File: src/rtl/c3lib_strap_pkg.sv
// Shared types and constants for the strap capture cell.
// Optional re-capture support is enabled with C3LIB_STRAP_RECAP_EN.
package c3lib_strap_pkg;

  typedef enum logic [1:0] {
    ST_FILL,
    ST_SETTLE,
    ST_LOCKED
  } strap_st_t;

  // Edges spent letting the sync/compare pipeline fill after reset
  localparam int unsigned FILL_CYC = 3;

  // Counter must hold both the fill count and the filter count
  function automatic int unsigned cnt_width(input int unsigned filt);
    int unsigned w;
    int unsigned fw;
    w  = (filt > 32'd1) ? 32'($clog2(filt)) : 32'd1;
    fw = 32'($clog2(FILL_CYC));
    if (w < fw) begin
      w = fw;
    end
    return w;
  endfunction

endpackage

File: src/rtl/c3lib_strap_sync.sv
// WIDTH-wide two-flop synchronizer for asynchronous strap inputs.
module c3lib_strap_sync
  import c3lib_strap_pkg::*;
#(
  parameter int unsigned     WIDTH   = 8,
  parameter logic [WIDTH-1:0] RST_VAL = '0
) (
  input  logic             clk,
  input  logic             rst_n,
  input  logic [WIDTH-1:0] d,
  output logic [WIDTH-1:0] q
);

  logic [WIDTH-1:0] s1;
  logic [WIDTH-1:0] s2;

  always_ff @(posedge clk or negedge rst_n) begin
    if (!rst_n) begin
      s1 <= RST_VAL;
      s2 <= RST_VAL;
    end else begin
      s1 <= d;
      s2 <= s1;
    end
  end

  assign q = s2;

endmodule

File: src/rtl/c3lib_strap_capture_lcell.sv
// Synchronizes, filters and latches static strap inputs; flags later disagreement.
// Define C3LIB_STRAP_RECAP_EN to allow recap_req to re-run the filter from LOCKED.
module c3lib_strap_capture_lcell
  import c3lib_strap_pkg::*;
#(
  parameter int unsigned      WIDTH    = 8,
  parameter int unsigned      FILT_CYC = 16,
  parameter logic [WIDTH-1:0] RST_VAL  = '0
) (
  input  logic             clk,
  input  logic             rst_n,
  input  logic [WIDTH-1:0] strap_in,
  input  logic             recap_req,
  output logic [WIDTH-1:0] strap_out,
  output logic             strap_vld,
  output logic             strap_mism,
  output logic             strap_err
);

  localparam int unsigned CNT_W = cnt_width(FILT_CYC);

  logic [WIDTH-1:0] s2;
  logic [WIDTH-1:0] s3;
  logic [CNT_W-1:0] cnt;
  logic [CNT_W-1:0] cnt_nxt;
  strap_st_t        state;
  strap_st_t        state_nxt;
  logic [WIDTH-1:0] out_nxt;
  logic             vld_nxt;
  logic             mism_nxt;
  logic             err_nxt;

  c3lib_strap_sync #(
    .WIDTH   (WIDTH),
    .RST_VAL (RST_VAL)
  ) u_sync (
    .clk   (clk),
    .rst_n (rst_n),
    .d     (strap_in),
    .q     (s2)
  );

`ifndef C3LIB_STRAP_RECAP_EN
  logic unused_recap;
  assign unused_recap = recap_req;
`endif

  // State, counter, compare stage and output registers
  always_ff @(posedge clk or negedge rst_n) begin
    if (!rst_n) begin
      state      <= ST_FILL;
      cnt        <= '0;
      s3         <= RST_VAL;
      strap_out  <= RST_VAL;
      strap_vld  <= 1'b0;
      strap_mism <= 1'b0;
      strap_err  <= 1'b0;
    end else begin
      state      <= state_nxt;
      cnt        <= cnt_nxt;
      s3         <= s2;
      strap_out  <= out_nxt;
      strap_vld  <= vld_nxt;
      strap_mism <= mism_nxt;
      strap_err  <= err_nxt;
    end
  end

  // Next-state and next-output logic; mism is forced low outside LOCKED
  always_comb begin
    state_nxt = state;
    cnt_nxt   = cnt;
    out_nxt   = strap_out;
    vld_nxt   = strap_vld;
    mism_nxt  = 1'b0;
    err_nxt   = strap_err;

    case (state)
      ST_FILL: begin
        if (cnt == CNT_W'(FILL_CYC - 1)) begin
          state_nxt = ST_SETTLE;
          cnt_nxt   = '0;
        end else begin
          cnt_nxt = cnt + CNT_W'(1);
        end
      end

      ST_SETTLE: begin
        if (s2 != s3) begin
          cnt_nxt = '0;
        end else if (cnt == CNT_W'(FILT_CYC - 1)) begin
          state_nxt = ST_LOCKED;
          cnt_nxt   = '0;
          out_nxt   = s2;
          vld_nxt   = 1'b1;
        end else begin
          cnt_nxt = cnt + CNT_W'(1);
        end
      end

      ST_LOCKED: begin
        mism_nxt = (s2 != strap_out);
        err_nxt  = strap_err | strap_mism;
`ifdef C3LIB_STRAP_RECAP_EN
        // strap_out holds the old value until the relock
        if (recap_req) begin
          state_nxt = ST_SETTLE;
          cnt_nxt   = '0;
          vld_nxt   = 1'b0;
          mism_nxt  = 1'b0;
        end
`endif
      end

      default: begin
        state_nxt = ST_FILL;
        cnt_nxt   = '0;
      end
    endcase
  end

endmodule
File: config.mk
export PLATFORM = sky130hd
export DESIGN_NAME = c3lib_strap_capture_lcell
export DESIGN_NICKNAME = d
export VERILOG_FILES = /design/src/rtl/c3lib_strap_pkg.sv /design/src/rtl/c3lib_strap_sync.sv /design/src/rtl/c3lib_strap_capture_lcell.sv
export SDC_FILE = /design/constraint.sdc
export NUM_CORES = 1
export LEC_CHECK = 0
export ABC_AREA = 1
export BUFFER_PORTS_ARGS = -buffer_cell sky130_fd_sc_hd__buf_4
export CAP_MARGIN = 30
export CORE_ASPECT_RATIO = 2
export CORE_UTILIZATION = 55
export CTS_BUF_LIST = sky130_fd_sc_hd__clkbuf_16
export DETAILED_ROUTE_END_ITERATION = 10
export PLACE_DENSITY = 0.79
export SLEW_MARGIN = 25
export SYNTH_ARGS = -nofsm -noshare
export SYNTH_HDL_FRONTEND = slang
export SYNTH_SLANG_ARGS = --single-unit
File: constraint.sdc
create_clock -name clk -period 1.64 [get_ports clk]
set_clock_uncertainty 0.15 [all_clocks]
set_input_delay 0.246 -clock clk [delete_from_list [all_inputs] [get_ports clk]]
set_output_delay 0.246 -clock clk [all_outputs]
set_load 0.01 [all_outputs]
======== Yosys cells after proc, flatten, opt, wreduce, memory -nomap -nowiden ========
Index checks and enable logic that the tools add are counted.
storage, ports and cells
  word-level logic and storage cells ...... 34
  input port bits ......................... 11
  output and inout bits ................... 11
  bits in registers ....................... 41
operators by class
  eq/ne operators ......................... 9
  reduce and logical (&&, ||, !) cells .... 3
  bitwise gates (word level) .............. 3
  mux-type cells .......................... 9
  $add $sub $neg .......................... 1
operator list
  cell                   count
  $ne A8 B8 Y1           2
  $mux W4                3
  $pmux W4 S3            1
  $mux W2                3
  $ne A2 B2 Y1 const B   3
  $pmux W2 S3            1
  $add A4 B1 Y4 const B  1
  $eq A4 B2 Y1 const B   1
  $eq A4 B4 Y1 const B   1
  $reduce_and A4 Y1      1
  $reduce_and A3 Y1      1
  $eq A2 B1 Y1 const B   1
  $eq A2 B2 Y1 const B   1
  $logic_not A2 Y1       1
  $not A1 Y1             2
  $mux W1                1
  $or A1 B1 Y1           1

======== Depth between registers and ports, before layout ========
  depth in word-level cells ............... 4
  gate-level depth with buffers ........... 9

======== By module ========
A second synthesis with hierarchy kept.
second synthesis, totals
  cells, all modules ...................... 176
  area, all modules ....................... 1674.1 um2
modules (own cells, without submodules)
  module                     times used  area each (um2)  cells an instance
  c3lib_strap_capture_lcell  1           1273.7           160
  c3lib_strap_sync           1           400.4            16

======== Least setup slack after synthesis ========
Ideal clock, no wire load.
  path type ............................... flip-flop to flip-flop
  start ................................... reg cnt[1]
  end ..................................... reg strap_out[0]
  library setup time ...................... 0.117 ns
  data arrival time ....................... 1.195 ns
  data required time ...................... 1.373 ns
  path slack .............................. 0.178 ns
  path buffers ............................ 1
  clock period less this slack ............ 1.462 ns
  stages on the path, launching flop included .. 8
  path through ............................ dfrtp_1 -> ha_1 -> nand2_1 -> nor2_1 -> buf_2 -> nand3_2 -> nand2_1 -> nand2_1
on the way
  cells in the longest elaborated chain, start to end .. 2
ends and longest elaborated chain
  what                         RTL line                         source
  from (decl)                  c3lib_strap_capture_lcell.sv:24  logic [CNT_W-1:0] cnt;
  from (signal assigned)       c3lib_strap_capture_lcell.sv:60  cnt <= cnt_nxt;
  $eq A4 B4 Y1                 c3lib_strap_capture_lcell.sv:91  end else if (cnt == CNT_W'(FILT_CYC - 1)) begin
  $reduce_and A3 Y1 (no line)  --
  to (signal assigned)         c3lib_strap_capture_lcell.sv:62  strap_out <= out_nxt;
  to (decl)                    c3lib_strap_capture_lcell.sv:14  output logic [WIDTH-1:0] strap_out,
Every way passes these cells.
A chain may end at the register's enable or synchronous reset.

======== Final worst setup path ========
  start ................................... reg u_sync.s2[5] (netlist: u_sync.q[5])
  end ..................................... reg strap_out[2]
on the way
  cells in the longest elaborated chain, start to end .. 3
ends and longest elaborated chain
  what                         RTL line                         source
  from (decl)                  c3lib_strap_sync.sv:15           logic [WIDTH-1:0] s2;
  from (signal assigned)       c3lib_strap_sync.sv:20           s2 <= RST_VAL;
  from (signal assigned)       c3lib_strap_sync.sv:23           s2 <= s1;
  $ne A8 B8 Y1                 c3lib_strap_capture_lcell.sv:89  if (s2 != s3) begin
  $not A1 Y1 (no line)         --
  $reduce_and A3 Y1 (no line)  --
Every way passes these cells.

==> flow_results.org <==
** STA
- For this run, the top clock speed supported by timing is 627 MHz.
- At the pin with the least slew margin, the transition time is 485 ps.
- Max Slew Vio Count :: 0
- Post-layout min period :: ~1600 ps
- In this run the tightest slew margin relative to its limit is 0.677.
- The number of failing hold endpoints at the final stage is 0.
- In the finished design, the share of the clock period the worst path needs comes to 0.972.
- Final setup violation count :: 0
- Setup repair after global routing could not meet its margin everywhere.

** Pwr
- The worst-case IR drop observed on VDD is 0.000989 V.
- Cell Pwr Density :: 953 nW/um2
- For this design the static power due to leakage is 1.16 nW.

** CTS
- Number of buffers added by the clock tree synthesis step :: 5
- After clock tree synthesis, the clock-pin slew on the worst setup and hold paths is roughly 60 ps.
- The root buffer cell chosen for the clock tree is sky130_fd_sc_hd__clkbuf_16.
- The clock tree synthesis step divided the H-tree into 2 levels.
- Clock tree synthesis found a total of 41 sinks.
- At the later pin of the worst-skew pair, clock insertion delay measures approximately 280 ps.
- TritonCTS clock tree :: yes
- Clock Path Buffers :: 2

** Route
- After detailed routing, the number of remaining DRC violations is 0.
- The first TritonRoute pass finished after 4 iterations.
- In the final routed layout, each cell accounts on average for around 13 um.
- In this run the remaining antenna-violating nets after routing total 0.
- Wirelength, routed :: between 3 and 4 mm
- In the routed layout, each cell is associated on average with a via count of 5.18.
- Summing over every cut layer, the via total after detailed routing is 1285.
- Detailed router's first-iteration violation count :: 49

** Final layout
- Fillcell total :: ~210
- Summing all multi-input logic gate instances after layout gives 568 um2.
- In the final layout, flip-flops and latches occupy 1030 um2.
- Diode count :: 0
- Total Nets Final :: 230
- Utilization after layout :: 0.755
- From synthesis to final layout, the design area changed by 31.4%.
- Post-route standard cell area excluding fillers :: 2200 um2
- Of the cells placed in the final design, the portion with a size suffix greater than 1 is 0.220.

** Logic synthesis
- Post-synthesis cell area :: ~1700 um2
- Warnings from Yosys :: 0
- Number of nets in the synthesized netlist :: around 190
- Counting flops and latches in the post-synthesis netlist gives 41.
- Sequential area share after synthesis :: 0.614
- Average footprint of a synthesized cell :: around 9.6 um2
- Unique cell type count in the Yosys netlist :: 16
- Post-synthesis cell count :: 175

** Floorplanning
- Core area :: a little under 3000 um2
- Pin placement for this block handled 22 I/O pins.
- The floorplan has 28 rows.
- The die is roughly 40 um wide.
- Die height :: 80.0 um
- The die covers about 3300 um2.
- Initial cell density of the core :: 0.575

** Global route
- The first global-routing pass estimated approximately 4.9 mm of wire.
- Summed over all layers, the global routing overflow is 0.
- Number of antenna violations at the first check in global routing :: 0
- Via count of the first global-routing pass :: 1201
- Overall track demand over capacity in global routing :: 0.229
- Largest net degree at the start of global routing :: 42

** Worst setup path
- Across all register-to-register paths, the minimum setup slack is around 46 ps.
- Largest fanout on the critical path :: 10
- CP endpoint kind :: flop
- Startpoint type of the worst setup path :: flop
- Measured in cells, the most critical reg-to-reg path has a length of 9.
- Library cell appearing most often on the critical path :: sky130_fd_sc_hd__nand2_1
- The signal on the critical path passes through inv_1 > nand2_1 > nand2_1 > nor2_1 > nand2_2 > nor2_4 > nand3_4 > nand2_1 > nand2_1.
- At the worst endpoint, the required time is roughly 1700 ps.
- Data arrives at the worst endpoint at roughly 1600 ps.
- On the worst path, the slowest cell contributes a delay of between 400 and 500 ps.
- On the critical path, the stage with the largest delay is an instance of sky130_fd_sc_hd__dfrtp_1.
- Critical path type :: flop to flop

** Placement
- Number of buffers added on ports :: 20
- Final weighted congestion of routability-driven global placement :: 0.785
- The wire-length estimate of the detail-placed layout is between 2 and 2.5 mm.
- The placed instances occupy a cell area of around 1900 um2.

** Flow run
- Number of maximum-capacitance violations :: 0

** Min path
- Min-Delay Path Depth :: 0
- Worst min-delay path category :: flop to flop

** Outcome
- Outcome :: complete, no violations
[cell families after synthesis]
logic type               Yosys count  share of synthesized area
AO/OA/AOI/OAI                      2                    0.00748
flip-flops                        41                      0.614
AND/OR/NAND/NOR                   95                      0.252
adder cells (fa/ha/maj)            2                     0.0150
XOR/XNOR                           9                     0.0472
buffers and inverters             26                     0.0644
[path summary, 6_finish.rpt]
path	start	endpoint
max in group asynchronous	rst_n	u_sync.q[1]
worst min register to register	u_sync.s1[5]	u_sync.q[5]
worst max register to register	u_sync.q[5]	strap_out[2]
worst max-delay path	u_sync.q[5]	strap_out[2]
min in group asynchronous	rst_n	s3[6]
worst min-delay path	u_sync.s1[5]	u_sync.q[5]
[metrics by stage]
| stage | instances | setup TNS, ps | hold slack (ps) | setup slack (ps) | power, W |
|---|---|---|---|---|---|
| after floorplan | 175 | 0 | -200 | 178 | 0.00111 |
| after global placement | 227 | 0 | 87.8 | 51.5 | 0.00116 |
| after detailed placement | 227 | -65.1 | 99.0 | -15.9 | 0.00117 |
| after CTS | 245 | 0 | 196 | 15.0 | 0.00210 |
| after global routing | 248 | -570 | 200 | -84.5 | 0.00219 |
| final | 248 | 0 | 194 | 46.3 | 0.00209 |
[sequential cells by signal, indices dropped and copies added (netlist names)]
name        cells
cnt             4
s3              8
state           2
strap_err       1
strap_mism      1
strap_out       8
strap_vld       1
u_sync.q        8
u_sync.s1       8
[layout by cell type, fill, tap and decap left out]
master	instances
sky130_fd_sc_hd__a21o_1	1
sky130_fd_sc_hd__buf_4	27
sky130_fd_sc_hd__buf_8	1
sky130_fd_sc_hd__clkbuf_16	6
sky130_fd_sc_hd__clkinv_1	1
sky130_fd_sc_hd__clkinv_2	1
sky130_fd_sc_hd__clkinv_4	1
sky130_fd_sc_hd__dfrtp_1	39
sky130_fd_sc_hd__dfrtp_2	2
sky130_fd_sc_hd__dlygate4sd3_1	9
sky130_fd_sc_hd__ha_1	2
sky130_fd_sc_hd__inv_1	22
sky130_fd_sc_hd__inv_2	1
sky130_fd_sc_hd__nand2_1	52
sky130_fd_sc_hd__nand2_2	2
sky130_fd_sc_hd__nand3_1	13
sky130_fd_sc_hd__nand3_4	1
sky130_fd_sc_hd__nand3b_1	2
sky130_fd_sc_hd__nand4_1	11
sky130_fd_sc_hd__nor2_1	8
sky130_fd_sc_hd__nor2_2	4
sky130_fd_sc_hd__nor2_4	2
sky130_fd_sc_hd__o21ai_0	1
sky130_fd_sc_hd__xnor2_1	8
sky130_fd_sc_hd__xor2_1	1
[critical path, delay by kind of cell (launching register included)]
family	cells	cell delay [ps]
and+or+nand+nor	8	840
DFF	1	420
buffers and inverters	1	60
[cell usage after synthesis]
master | instances | area (um2)
sky130_fd_sc_hd__xnor2_1 | 8 | 70.1
sky130_fd_sc_hd__buf_6 | 1 | 11.3
sky130_fd_sc_hd__dfrtp_1 | 41 | 1030
sky130_fd_sc_hd__nand2_1 | 54 | 203
sky130_fd_sc_hd__nand3b_1 | 2 | 15.0
sky130_fd_sc_hd__nand3_1 | 13 | 65.1
sky130_fd_sc_hd__nand3_2 | 1 | 10.0
sky130_fd_sc_hd__a21o_1 | 1 | 7.51
sky130_fd_sc_hd__buf_2 | 2 | 10.0
sky130_fd_sc_hd__nor2_1 | 13 | 48.8
sky130_fd_sc_hd__nand4_1 | 11 | 68.8
sky130_fd_sc_hd__inv_1 | 23 | 86.3
sky130_fd_sc_hd__nor2_4 | 1 | 11.3
sky130_fd_sc_hd__xor2_1 | 1 | 8.76
sky130_fd_sc_hd__ha_1 | 2 | 25.0
sky130_fd_sc_hd__o21ai_0 | 1 | 5.00
[area by class of cell]
| type | count | share of cell area |
|---|---|---|
| clock buffers | 5 | 0.0570 |
| clock inverters | 3 | 0.00798 |
| inverters | 23 | 0.0393 |
| multi-input cells | 108 | 0.259 |
| flip-flops and latches | 41 | 0.468 |
| well taps | 30 | 0.0171 |
| repair buffers | 38 | 0.152 |
[what timing repair did]
action | in CTS | in global routing
gates cloned | 0 | 1
setup endpoints to repair | 8 | 12
hold endpoints to repair | 49 | 0
hold buffers | 9 | 0
buffers inserted | 1 | 2
resized for setup | 2 | 12
[where the power goes]
group,switching [W],internal (W)
sequential,0.0000223,0.00104
combinational,0.0000560,0.0000562
clock,0.000358,0.000556
total,0.000436,0.00166
[routing by layer]
layer	up-vias	track usage	part of all wire
li1	628	-	-
met1	621	0.228	0.38
met2	28	0.378	0.57
met4	0	0.120	0.023
met5	-	0	0
met3	8	0.0808	0.032
No activity file was read; power rests on OpenSTA's default activity.
